`src/rtl/board_io_irq_ctrl.sv`:
```
// Board I/O front end: switch/button synchronisers, button debounce, latched
// press interrupts with mask, LED register and a clock-enable tick generator.
module board_io_irq_ctrl #(
    parameter int BTN_COUNT       = 6,
    parameter int SW_WIDTH        = 8,
    parameter int LED_WIDTH       = 8,
    parameter int DEBOUNCE_CYCLES = 65536,
    parameter int CLK_DIV         = 4
) (
    input  logic                 i_clock,
    input  logic                 i_reset,
    input  logic [BTN_COUNT-1:0] i_btn_raw,
    input  logic [SW_WIDTH-1:0]  i_sw_raw,
    input  logic [BTN_COUNT-1:0] i_irq_mask,
    input  logic [BTN_COUNT-1:0] i_irq_clear,
    input  logic [LED_WIDTH-1:0] i_led_wdata,
    input  logic                 i_led_we,
    output logic [SW_WIDTH-1:0]  o_sw_sync,
    output logic [BTN_COUNT-1:0] o_btn_state,
    output logic [BTN_COUNT-1:0] o_btn_pending,
    output logic                 o_irq,
    output logic [LED_WIDTH-1:0] o_led,
    output logic                 o_tick
);

    localparam int CNT_W = $clog2(DEBOUNCE_CYCLES);
    // A divide-by-1 still needs a 1-bit counter so the compare stays legal.
    localparam int DIV_W = (CLK_DIV > 1) ? $clog2(CLK_DIV) : 1;
    localparam logic [CNT_W-1:0] DB_LAST  = CNT_W'(DEBOUNCE_CYCLES - 1);
    localparam logic [DIV_W-1:0] DIV_LAST = DIV_W'(CLK_DIV - 1);

    logic [BTN_COUNT-1:0] r_btn_meta;
    logic [BTN_COUNT-1:0] r_btn_sync;
    logic [SW_WIDTH-1:0]  r_sw_meta;
    logic [SW_WIDTH-1:0]  r_sw_sync;

    logic [CNT_W-1:0]     r_db_cnt [BTN_COUNT];
    logic [CNT_W-1:0]     w_db_cnt_next [BTN_COUNT];
    logic [BTN_COUNT-1:0] r_btn_state;
    logic [BTN_COUNT-1:0] w_btn_state_next;
    logic [BTN_COUNT-1:0] w_btn_rise;

    logic [BTN_COUNT-1:0] r_pending;
    logic [BTN_COUNT-1:0] w_pending_next;
    logic                 r_irq;
    logic [LED_WIDTH-1:0] r_led;

    logic [DIV_W-1:0]     r_div_cnt;
    logic                 w_div_wrap;
    logic                 r_tick;

    always_ff @(posedge i_clock) begin
        if (i_reset) begin
            r_btn_meta <= '0;
            r_btn_sync <= '0;
            r_sw_meta  <= '0;
            r_sw_sync  <= '0;
        end else begin
            r_btn_meta <= i_btn_raw;
            r_btn_sync <= r_btn_meta;
            r_sw_meta  <= i_sw_raw;
            r_sw_sync  <= r_sw_meta;
        end
    end

    // Any cycle where the synced level agrees with the accepted level restarts the count.
    always_comb begin
        w_btn_state_next = r_btn_state;
        for (int i = 0; i < BTN_COUNT; i++) begin
            w_db_cnt_next[i] = '0;
            if (r_btn_sync[i] != r_btn_state[i]) begin
                if (r_db_cnt[i] == DB_LAST) begin
                    w_btn_state_next[i] = r_btn_sync[i];
                end else begin
                    w_db_cnt_next[i] = r_db_cnt[i] + CNT_W'(1);
                end
            end
        end
    end

    always_ff @(posedge i_clock) begin
        if (i_reset) begin
            for (int i = 0; i < BTN_COUNT; i++) begin
                r_db_cnt[i] <= '0;
            end
            r_btn_state <= '0;
        end else begin
            for (int i = 0; i < BTN_COUNT; i++) begin
                r_db_cnt[i] <= w_db_cnt_next[i];
            end
            r_btn_state <= w_btn_state_next;
        end
    end

    // Press detect uses the next state so pending sets on the same edge the level rises.
    assign w_btn_rise     = w_btn_state_next & ~r_btn_state;
    assign w_pending_next = (r_pending & ~i_irq_clear) | w_btn_rise;

    always_ff @(posedge i_clock) begin
        if (i_reset) begin
            r_pending <= '0;
            r_irq     <= 1'b0;
            r_led     <= '0;
        end else begin
            r_pending <= w_pending_next;
            r_irq     <= |(r_pending & i_irq_mask);
            if (i_led_we) begin
                r_led <= i_led_wdata;
            end
        end
    end

    assign w_div_wrap = (r_div_cnt == DIV_LAST);

    always_ff @(posedge i_clock) begin
        if (i_reset) begin
            r_div_cnt <= '0;
            r_tick    <= 1'b0;
        end else begin
            r_div_cnt <= w_div_wrap ? '0 : r_div_cnt + DIV_W'(1);
            r_tick    <= w_div_wrap;
        end
    end

    assign o_sw_sync     = r_sw_sync;
    assign o_btn_state   = r_btn_state;
    assign o_btn_pending = r_pending;
    assign o_irq         = r_irq;
    assign o_led         = r_led;
    assign o_tick        = r_tick;

endmodule

```
`config.mk`:
```
export PLATFORM = sky130hd
export DESIGN_NAME = board_io_irq_ctrl
export DESIGN_NICKNAME = d
export VERILOG_FILES = /design/src/rtl/board_io_irq_ctrl.sv
export SDC_FILE = /design/constraint.sdc
export NUM_CORES = 1
export LEC_CHECK = 0
export BUFFER_PORTS_ARGS = -buffer_cell sky130_fd_sc_hd__buf_2
export CAP_MARGIN = 30
export CORE_MARGIN = 2
export CORE_UTILIZATION = 54
export CTS_BUF_LIST = sky130_fd_sc_hd__clkbuf_4
export DETAILED_ROUTE_END_ITERATION = 7
export PLACE_DENSITY_LB_ADDON = 0.15
export SLEW_MARGIN = 20
export SYNTH_ARGS = -nofsm -noshare
export SYNTH_HDL_FRONTEND = slang
export SYNTH_SLANG_ARGS = --single-unit
```
`constraint.sdc`:
```
create_clock -name i_clock -period 1.7 [get_ports i_clock]
set_input_delay 0.255 -clock i_clock [delete_from_list [all_inputs] [get_ports i_clock]]
set_output_delay 0.255 -clock i_clock [all_outputs]
set_load 0.005 [all_outputs]
```
Word-level counts from Yosys, hierarchy flattened
Memories as Yosys holds them, arrays and structs flattened.
Cells that the tools add are included.
- register bits after elaboration: 52
- RAM bits: 96
- bits of input ports: 37
- output and inout bits: 30
- word-level logic and storage cells: 78
- memories: 1
- memory list (memory ; depth ; bits a word ; read ports ; clocked after memory_dff ; wr ports ; RTL line ; source):
    r_db_cnt ; 6 ; 16 ; 6 ; 0 ; 6 ; 37 ; logic [CNT_W-1:0] r_db_cnt [BTN_COUNT];
- add/sub/neg operators: 7
- equal/unequal tests: 13
- mux-type cells: 33
- bitwise gates (word level): 12
- reduce and logical (&&, ||, !) cells: 2
- operator list (kind ; number):
    $mux W16 ; 18
    $add A16 B1 Y16 const B ; 6
    $eq A16 B16 Y1 const B ; 6
    $and A6 B6 Y6 ; 3
    $mux W1 ; 15
    $not A6 Y6 ; 2
    $ne A1 B1 Y1 ; 6
    $or A1 B1 Y1 ; 6
    $or A6 B6 Y6 ; 1
    $reduce_or A6 Y1 ; 1
    $add A2 B1 Y2 const B ; 1
    $eq A2 B2 Y1 const B ; 1
    $reduce_or A2 Y1 ; 1

Depth between registers and ports, before layout
Gate-level depths: netlist of the first run.
- depth in word-level cells: 5
- gate-level depth with buffers: 7
- mapped depth without buffers: 5

Least setup slack after synthesis of the first run
No wires, ideal clock.
- path type: register to register
- start point: memory r_db_cnt[3][0] (netlist bit)
- end point: memory r_db_cnt[3][11] (netlist bit)
- library setup time: 115 ps
- arrival time: 1587 ps
- required time: 1585 ps
- slack: -2 ps
- cell stages (with the launch flop): 8
- path buffers: 2
- clock period less this slack: 1702 ps
- path through: dfxtp_1 > ha_1 > nand4_2 > nor4_2 > or2_2 > buf_4 > buf_6 > nor2_1
- RTL lines (element ; RTL line):
    start: declaration ; 37

==> metrics.md, run 1 <==
| Metric | Value |
|---|---|
| Status | finished, final reports clean |
| Slew Viols, Final | 0 |
| Post-synth cell types | 40 |
| WP depth | 6 |
| Top cells by area, synth | dfxtp_1 50%, xnor2_1 8.2%, nor2_1 7.1%, nand4_1 3.6%, xor2_1 3.5% |
| Worst-margin pin slew | 0.360 ns |
| Clock Skew | around 0.018 ns |
| Max Freq | ~0.62 GHz |
| Die X-Extent | 109 µm |
| Fin util | 67.4% |
| Row cnt | 38 |
| Seq cells post-synth | around 150 |
| Clk sinks | between 100 and 150 |
| Synth top cells by count | 148 x dfxtp_1, 113 x nor2_1, 56 x xnor2_1 |
| Worst-path maximum fanout | 4 |
| Global route total overflow | 0 |
| RSZ-0062 raised after global routing | true |
| Setup Fix Bufs, Post-CTS | 0 |
| Routability cong. | roughly 0.84 |
| Largest area contributor in the netlist | dfxtp_1 |
| DR vias | 4,704 |
| Post-synth top area share | between 40% and 50% |
| TritonCTS clock tree | built |
| Yosys Warn Count | 0 |
| Count leader, synth | dfxtp_1 |
| Global-route wire length before repair | just under 20,000 µm |
| P&R area growth vs syn | 22.3% |
| Max cap viols | 0 |
| Crit. Startpoint | r_db_cnt[3][1] |
| Fillcell total | around 840 |
| PwrDens | between 800 and 900 nW/µm² |
| Maximum VDD drop | 997 µV |
| Worst setup endpoint | o_btn_state[3] |
| P_sw | around 1.3 mW |
| Via density | between 5 and 6 |
| Share of post-route cells with drive strength above 1 | about a fifth |
| Die height | 109 µm |
| Reg clk slew, reported paths | ~0.11 ns |
| Headroom to the max-slew limit | 76.0% |
| I/O pins | 67 |
| Bufs and invs on worst path | 1 |
| Critical-path cell list | ha_2 > nand4_2 > nor4_4 > buf_4 > mux2i_1 > nor2_1 |
| Combinational power share | 3.8% |
| Area of the multi-input gates | 2850 µm² |
| Initial detailed-routing violation count | between 200 and 250 |
| Final wirelength | 11,600 µm |
| Clk root buf | clkbuf_4 |
| Crit share post-route | between 90% and 100% |
| Starting Density | 55.1% |
| Mapped Cells | 643 |
| Worst Setup End Kind | flop |
| Min cycle time layout | roughly 1.6 ns |
| Pre-CTS WS | roughly 0.057 ns |
| Clock buffer depth | 2 |
| Slowest cell on crit path | dfxtp_1 |
| WL/cell | approximately 13 µm |
| Cts bufs inserted | 17 |
| GRT Total Usage | approximately a fifth |
| FF-to-FF End | o_btn_state[3] |
| Register area | 2970 µm² |
| CP top delay family | simple AND/OR/NAND/NOR gates |
| Largest net degree at the start of global routing | 30 |
| Slowest Stage Delay on Critical Path | roughly 0.38 ns |
| N_diodes | 0 |
| H-tree depth | 4 |
| Hold Fails Final Rpt | 0 |
| Leak | between 2 and 3 nW |
| Top FF cell, synth | dfxtp_1 |
| Syn Std Cell Area | roughly 6000 µm² |
| Pre-antenna DRT Iters | 4 |
| # setup viols final | 0 |
| Reg power frac | approximately 55% |
| DP HPWL | 8060 µm |
| Worst Hold Depth | 3 |
| Syn_nets | ~690 |
| Die area | 11,900 µm² |
| Mean post-synth cell area | ~9.3 µm² |
| Data arrival time of the worst path | approximately 2 ns |
| R2R setup slack | roughly 0.098 ns |
| DRC viols | 0 |
| Net Sw Frac | between 20% and 30% |
| Clock Power Share | 41.4% |
| Initial antenna violation count | 0 |
| Worst setup margin | slightly below 0.1 ns |
| CP Launch Type | flop |
| Async set-reset flop share out of synthesis | 0% |
| Vias in the first global route | between 4,000 and 5,000 |
| Clk_lat worst skew | 0.52 ns |
| Port Buffers | between 60 and 70 |
| Crit path required time | between 2 and 2.5 ns |
| Hold Crit Class | in -> reg |
| Post-synth EDFFs | 0 |
| Seq/Total Area, Yosys | between 40% and 50% |
| Int Power | between 5 and 6 mW |
| Core area | 10,800 µm² |
| Post-DRT Antenna Nets | 0 |
| Layout Nets | a little over 800 |
| Reg2reg start | r_db_cnt[3][1] |
| Class of the most critical setup path | reg -> reg |
| Reg2Reg Depth | 6 |
-- area by class of cell --
cell class,count,area share [%]
Multi-Input combinational cell,459,39.2
Tap cell,140,2.41
Clock inverter,14,3.21
Inverter,20,1.03
Clock buffer,18,1.86
Sequential cell,148,40.8
Timing Repair Buffer,124,11.5
-- repair_timing --
action / in CTS / in global routing
hold buffers: 27 / 1
gates resized for setup: 0 / 13
setup endpoints to repair: 0 / 58
endpoints found under the hold margin: 27 / 1
-- state kept, by name (all words and copies together), names as in the netlist --
register and count:
r_sw_meta 8, o_btn_pending 6, o_sw_sync 8, o_irq 1, o_tick 1, r_btn_sync 6
r_div_cnt 2, r_db_cnt 96, r_btn_meta 6, o_btn_state 6, o_led 8
-- cell usage in the layout (no fill, tap or decap), types with 3 or more instances in the layout --
cell | Yosys | layout
buf_2 | 2 | 66
a31o_2 | 3 | 3
ha_1 | 7 | 6
xor2_1 | 24 | 24
nand4_1 | 34 | 34
or3_1 | 9 | 9
a22oi_1 | 3 | 3
nand2b_1 | 12 | 11
nor4_1 | 14 | 13
and4_1 | 6 | 6
clkinv_4 | 0 | 3
bufinv_16 | 0 | 6
nor4_2 | 3 | 3
or4_1 | 3 | 3
nor2b_1 | 31 | 31
inv_1 | 20 | 20
nand3_1 | 30 | 30
buf_4 | 5 | 29
nor3b_1 | 5 | 5
clkbuf_4 | 0 | 18
dfxtp_2 | 0 | 5
dfxtp_1 | 148 | 143
nor3_1 | 24 | 22
a21oi_1 | 14 | 14
nand3b_1 | 4 | 4
nand2_1 | 27 | 27
o21ai_0 | 5 | 5
dlygate4sd3_1 | 0 | 28
xnor2_1 | 56 | 56
nor2_1 | 113 | 113
mux2i_1 | 13 | 13
-- cell families after synthesis --
group / Yosys count / synth area share [%]
flops: 148 / 49.8
buf+inv: 36 / 2.88
compound gates: 32 / 3.39
mux: 13 / 2.19
xor+xnor: 80 / 11.8
fa+ha+maj: 7 / 1.47
simple gates: 327 / 28.5
-- metal layers --
layer / vias to the layer above / GRT usage, % / wire [µm]
li1: 2447 / - / -
met1: 2167 / 24.1 / 5190
met2: 84 / 36.4 / 5780
met3: 6 / 6.63 / 585
met4: 0 / 5.49 / 75
met5: - / 0 / 0
-- power groups by stage --
stage	clock network, mW	logic, mW	registers [mW]
2_1_floorplan	0	0.102	3.62
3_3_place_gp	0	0.185	3.62
3_5_place_dp	0	0.193	3.62
4_1_cts	2.74	0.241	3.54
5_1_grt	2.91	0.272	3.55
6_report	2.67	0.243	3.54
-- how the worst min path moves through the flow --
stage,start,to,slack [ns]
2_1_floorplan,i_btn_raw[0],r_btn_meta[0],0.38
3_3_place_gp,r_div_cnt[0],r_div_cnt[0],0.42
3_5_place_dp,r_div_cnt[0],r_div_cnt[0],0.43
4_1_cts,i_irq_clear[2],o_btn_pending[2],0.001
5_1_grt,i_irq_mask[3],o_irq,0.04
6_report,i_irq_mask[3],o_irq,0.08
-- worst reg2reg max path, delay by kind of cell, from the launching register on --
kind | cells | cell delay (ns)
mux | 1 | 0.19
buf+inv | 1 | 0.16
flops | 1 | 0.38
fa+ha+maj | 1 | 0.22
simple gates | 3 | 0.54
-- through the flow --
stage                     setup TNS (ns)  hold slack [ns]  area (µm²)  power (mW)  cells
after CTS                              0          0.00144        7230        6.53    922
final                                  0           0.0800        7280        6.46    923
after detailed placement               0            0.426        6590        3.81    863
after global placement                 0            0.415        6590        3.80    863
after global routing             -0.0143           0.0403        7280        6.73    923
after floorplan                        0            0.383        5960        3.72    643
(Power assumes the default switching activity.)
==> run 2: changes to the inputs <==
Settings changed: CORE_ASPECT_RATIO set to 1.1, CTS_CLUSTER_DIAMETER set to 40.
==> metrics.md, run 2 (synthesized netlist as in run 1, its figures left out) <==
| Metric | Value |
|---|---|
| Status | finished, final reports clean (unchanged) |
| Clk root buf | clkbuf_4 (unchanged) |
| CP Launch Type | flop (unchanged) |
| Hold Fails Final Rpt | 0 (unchanged) |
| Via density | 5.03 (was 5.10) |
| Routability cong. | 0.771 (was 0.837) |
| Most flops, register | r_db_cnt (unchanged) |
| Data arrival time of the worst path | 2.01 ns (about the same) |
| # setup viols final | 0 (unchanged) |
| Power Total | 5.93 mW (was 6.46 mW) |
| TNS Setup | 0 ns (unchanged) |
| Largest net degree at the start of global routing | 27 (was 30) |
| Vias in the first global route | 4,692 (was 4,521) |
| Maximum VDD drop | 653 µV (was 997 µV) |
| WL/cell | 12.5 µm (was 12.6 µm) |
| DR vias | 4,707 (was 4,704) |
| Global route total overflow | 0 (unchanged) |
| DP Area | 6640 µm² (was 6590 µm²) |
| Pre-antenna DRT Iters | 4 (unchanged) |
| Slowest cell on crit path | dfxtp_1 (unchanged) |
| Crit share post-route | 93.8% (was 94.2%) |
| Layout Nets | 819 (was 814) |
| Die height | 114 µm (was 109 µm) |
| Die area | 11,900 µm² (about the same) |
| Pre-CTS WS | 0.0725 ns (was 0.0572 ns) |
| Commonest cells after routing, fill and taps aside | 146 x dfxtp_1, 113 x nor2_1, 66 x buf_2 (was 143 x dfxtp_1, 113 x nor2_1, 66 x buf_2) |
| CP top delay family | simple AND/OR/NAND/NOR gates (unchanged) |
| Setup Fix Bufs, Post-CTS | 0 (unchanged) |
| Crit path required time | 2.12 ns (was 2.11 ns) |
| Max reg flops | 96 (unchanged) |
| Core area | 10,800 µm² (about the same) |
| TritonCTS clock tree | built (unchanged) |
| Critical-path cell list | ha_1 > nand3_1 > nand2b_2 > o31ai_4 > buf_4 > nor2_1 (was ha_2 > nand4_2 > nor4_4 > buf_4 > mux2i_1 > nor2_1) |
| DRC viols | 0 (unchanged) |
| N_diodes | 0 (unchanged) |
| DP HPWL | 7850 µm (was 8060 µm) |
| H-tree depth | 4 (unchanged) |
| Class of the most critical setup path | reg -> reg (unchanged) |
| Worst setup margin | 0.105 ns (was 0.0985 ns) |
| Max Freq | 0.627 GHz (was 0.624 GHz) |
| Die X-Extent | 104 µm (was 109 µm) |
| Row cnt | 40 (was 38) |
| Global-route wire length before repair | 20,700 µm (was 19,400 µm) |
| Slew Viols, Final | 0 (unchanged) |
| WL met3 | 517 µm (was 585 µm) |
| Share of post-route cells with drive strength above 1 | 18.9% (was 19.3%) |
| Slowest Stage Delay on Critical Path | 0.39 ns (was 0.38 ns) |
| Min cycle time layout | 1.59 ns (was 1.60 ns) |
| PwrDens | 818 nW/µm² (was 887 nW/µm²) |
| Worst Setup End Kind | flop (unchanged) |
| Max cap viols | 0 (unchanged) |
| Headroom to the max-slew limit | 66.7% (was 76.0%) |
| Worst-path maximum fanout | 7 (was 4) |
| Starting Density | 55.0% (was 55.1%) |
| Worst-margin pin slew | 0.499 ns (was 0.360 ns) |
| Clock Skew | 0.0157 ns (was 0.0180 ns) |
| Clk sinks | 148 (unchanged) |
| Clock buffer depth | 2 (unchanged) |
| Hold slack | 0.0757 ns (was 0.0800 ns) |
| Initial antenna violation count | 0 (unchanged) |
| GRT Total Usage | 21.5% (was 20.7%) |
| Reg clk slew, reported paths | 0.12 ns (was 0.11 ns) |
| Commonest non-fill, non-tap cell in the layout | dfxtp_1 (unchanged) |
| Bufs and invs on worst path | 1 (unchanged) |
| Post-DRT Antenna Nets | 0 (unchanged) |
| Hold Crit Class | in -> reg (unchanged) |
| Clk_lat worst skew | 0.52 ns (about the same) |
| WL met2 | 5680 µm (was 5780 µm) |
| Final wirelength | 11,700 µm (was 11,600 µm) |
| Leak | 2.53 nW (was 2.54 nW) |
| Wl on met1 | 5390 µm (was 5190 µm) |
| Highest metal used | met4 (unchanged) |
| Cts bufs inserted | 17 (unchanged) |
| Initial detailed-routing violation count | 152 (was 234) |
| P&R area growth vs syn | 21.8% (was 22.3%) |
| Port Buffers | 66 (unchanged) |
| Design area | 7250 µm² (was 7280 µm²) |
| I/O pins | 67 (unchanged) |
| RSZ-0062 raised after global routing | false (was true) |
[run 2: cell types whose count changed in the layout (fill, tap and decap cells not counted), sizes merged]
| cell | before | now |
|---|---|---|
| buf | 96 | 100 |
| bufinv | 6 | 2 |
| clkbuf | 18 | 20 |
| clkinvlp | 2 | 4 |
| clkinv | 6 | 5 |
| dlygate4sd3 | 28 | 29 |
| inv | 20 | 21 |
[run 2: power by group]
group	internal [mW]	switching [mW]
clock network	0.922	1.22
logic	0.144	0.102
registers	3.52	0.0204
total	4.59	1.34
[run 2: per-layer routing]
layer,vias to the layer above,GRT usage (%)
met1,2143,25.4
met5,-,0
met4,0,7.39
met3,12,6.20
li1,2454,-
met2,98,37.6
[run 2: area by class of cell]
type,count,area (µm²)
fill,913,3560
sequential,148,2970
multi-input combinational,459,2850
timing repair buffer,129,892
tap,147,184
clock buffer,20,150
clock inverter,12,133
inverter,20,75.1
[run 2: per-stage QoR]
stage / util [%] / instances
detailed placement: 61.4 / 873
global placement: 61.4 / 873
CTS: 66.7 / 934
floorplan: - / 643
finish: 67.0 / 935
global route: 67.0 / 935
[run 2: repair_timing]
| item | 4_1_cts | 5_1_grt |
|---|---|---|
| resized for setup | 0 | 9 |
| hold buffers | 29 | 0 |
| setup endpoints to repair | 0 | 45 |
| hold endpoints to repair | 29 | 0 |
[run 2: path summary, 6_finish.rpt]
check / end / slack (ns) / startpoint / depth (start not counted)
max: r_db_cnt[2][2] / 0.11 / r_db_cnt[2][1] / 6
max reg2reg: r_db_cnt[2][2] / 0.11 / r_db_cnt[2][1] / 6
min reg2reg: r_div_cnt[0] / 0.44 / r_div_cnt[0] / 1
min: o_irq / 0.08 / i_irq_mask[0] / 3
[run 2: worst reg2reg max path, stage by stage (launching register included)]
cell,delay [ns]
dfxtp_1,0.39
ha_1,0.20
nand3_1,0.10
nand2b_2,0.26
o31ai_4,0.31
buf_4,0.20
nor2_1,0.05
==> run 3: changes to the inputs <==
Clock period 1.7 ns to 1.45 ns, I/O delays scaled along.
==> metrics.md, run 3 (synthesized netlist as in run 1, its figures left out) <==
| Metric | Value |
|---|---|
| Commonest cells after routing, fill and taps aside | 117 x dfxtp_1, 106 x nor2_1, 80 x buf_4 (was 146 x dfxtp_1, 113 x nor2_1, 66 x buf_2) |
| Routing usage on met1 | 24.8% (was 25.4%) |
| Vias in the first global route | 5,005 (was 4,692) |
| Leak | 3.00 nW (was 2.53 nW) |
| DP HPWL | 8580 µm (was 7850 µm) |
| TritonCTS clock tree | built (unchanged) |
| Clock Skew | 0.0123 ns (was 0.0157 ns) |
| Failing checks | negative setup slack |
| Port Buffers | 66 (unchanged) |
| N_diodes | 0 (unchanged) |
| Hold Crit Class | in -> reg (unchanged) |
| Layout Nets | 874 (was 819) |
| Reg power frac | 54.0% (was 59.7%) |
| CP Launch Type | flop (unchanged) |
| DRC viols | 0 (unchanged) |
| Max cap viols | 0 (unchanged) |
| # setup viols final | 3 (was 0) |
| Placed Cells | 914 (was 873) |
| Most flops, register | r_db_cnt (unchanged) |
| Core area | 10,800 µm² (unchanged) |
| Pre-CTS WS | -0.0132 ns (was 0.0725 ns) |
| Post-DRT Antenna Nets | 0 (unchanged) |
| Hold slack | 0.0735 ns (was 0.0757 ns) |
| P_sw | 1.65 mW (was 1.34 mW) |
| Routability cong. | 0.864 (was 0.771) |
| Via density | 5.16 (was 5.03) |
| Global route total overflow | 0 (unchanged) |
| Crit path required time | 1.90 ns (was 2.12 ns) |
| WL/cell | 13.0 µm (was 12.5 µm) |
| Initial detailed-routing violation count | 158 (was 152) |
| Hold Fails Final Rpt | 0 (unchanged) |
| Data arrival time of the worst path | 1.94 ns (was 2.01 ns) |
| Initial antenna violation count | 0 (unchanged) |
| Gr busiest metal | met2 (unchanged) |
| GRT Total Usage | 22.1% (was 21.5%) |
| Worst Setup End Kind | flop (unchanged) |
| Met3 Use GR | 5.63% (was 6.20%) |
| Clock buffer depth | 2 (unchanged) |
| Share of post-route cells with drive strength above 1 | 32.5% (was 18.9%) |
| RSZ-0062 raised after global routing | true (was false) |
| Status | finished with violations (was finished, final reports clean) |
| Row cnt | 40 (unchanged) |
| Clk root buf | clkbuf_4 (unchanged) |
| Die area | 11,900 µm² (unchanged) |
| Commonest non-fill, non-tap cell in the layout | dfxtp_1 (unchanged) |
| Pre-antenna DRT Iters | 4 (unchanged) |
| Die X-Extent | 104 µm (unchanged) |
| H-tree depth | 4 (unchanged) |
| Class of the most critical setup path | reg -> reg (unchanged) |
| PwrDens | 946 nW/µm² (was 818 nW/µm²) |
| Largest net degree at the start of global routing | 25 (was 27) |
| Worst setup margin | -0.0317 ns (was 0.105 ns) |
| Non-Filler Instances | 990 (was 935) |
| Reg clk slew, reported paths | 0.13 ns (was 0.12 ns) |
| I/O pins | 67 (unchanged) |
| P&R area growth vs syn | 36.6% (was 21.8%) |
| Worst-margin pin slew | 0.500 ns (was 0.499 ns) |
| Die height | 114 µm (unchanged) |
| Clk_lat worst skew | 0.55 ns (was 0.52 ns) |
| Clock Power Share | 42.0% (was 36.1%) |
| Cts bufs inserted | 17 (unchanged) |
| Worst-path maximum fanout | 4 (was 7) |
| Global-route wire length before repair | 21,400 µm (was 20,700 µm) |
| Headroom to the max-slew limit | 66.7% (about the same) |
| Min cycle time layout | 1.48 ns (was 1.59 ns) |
| Power Total | 7.69 mW (was 5.93 mW) |
| Slew Viols, Final | 0 (unchanged) |
| Max reg flops | 96 (unchanged) |
| Met2 Use GR | 39.8% (was 37.6%) |
| Maximum VDD drop | 897 µV (was 653 µV) |
| Combinational power share | 4.1% (was 4.2%) |
| TNS Setup | -0.0455 ns (was 0 ns) |
| DR vias | 5,109 (was 4,707) |
| Int Power | 6.04 mW (was 4.59 mW) |
| Net Sw Frac | 21.5% (was 22.6%) |
| Max Freq | 0.675 GHz (was 0.627 GHz) |
| Crit share post-route | 102% (was 93.8%) |
| Clk sinks | 148 (unchanged) |
| Starting Density | 55.0% (unchanged) |
| Final wirelength | 12,900 µm (was 11,700 µm) |
run 3: cell count changes in the layout (fill, tap and decap cells not counted), sizes merged, moves of 2 or more:
cell	before	now
buf	100	150
bufinv	2	6
clkbuf	20	17
clkinvlp	4	2
dlygate4sd3	29	33
inv	21	23
run 3: what timing repair did:
item	CTS	global route
hold buffers	33	0
resized for setup	8	65
hold endpoints to repair	30	0
cloned	0	1
endpoints found under the setup margin	34	97
buffers inserted	4	6
pin swaps	4	31
run 3: area by class of cell:
| type | count | area (µm²) |
|---|---|---|
| multi-input combinational | 460 | 3160 |
| tap | 147 | 184 |
| sequential | 148 | 3010 |
| timing repair buffer | 183 | 1320 |
| inverter | 20 | 75.1 |
| fill | 749 | 2680 |
| clock inverter | 15 | 251 |
| clock buffer | 17 | 128 |
run 3: path summary, 6_finish.rpt:
kind	startpoint	endpoint	slack, ns	cells past startpoint
worst max-delay path	r_db_cnt[0][0]	r_db_cnt[0][12]	-0.03	5
worst min-delay path	i_led_we	o_led[4]	0.07	3
worst max register to register	r_db_cnt[0][0]	r_db_cnt[0][12]	-0.03	5
worst min register to register	r_div_cnt[0]	r_div_cnt[0]	0.44	1
run 3: critical path: stages, from the launching register on:
cell     delay (ns)
dfxtp_2        0.37
ha_4           0.13
nand4_1        0.20
or4_4          0.48
xor2_1         0.15
nor2_1         0.05
run 3: power groups by stage:
stage / registers, mW / clock network (mW) / logic [mW]
after CTS: 4.16 / 3.32 / 0.303
after detailed placement: 4.25 / 0 / 0.236
after global routing: 4.16 / 3.47 / 0.346
after global placement: 4.24 / 0 / 0.228
final: 4.15 / 3.23 / 0.312
after floorplan: 4.25 / 0 / 0.123
run 3: metrics by stage:
step | cell area [µm²] | util, %
2_1_floorplan | 6090 | -
3_3_place_gp | 7070 | 65.4
3_5_place_dp | 7070 | 65.4
4_1_cts | 7830 | 72.5
5_1_grt | 8130 | 75.2
6_report | 8130 | 75.2
run 3: metal layers:
metal	vias up	routed length, µm
met3	33	507
met4	0	321
met5	-	0
met1	2410	5390
met2	90	6640
li1	2576	-
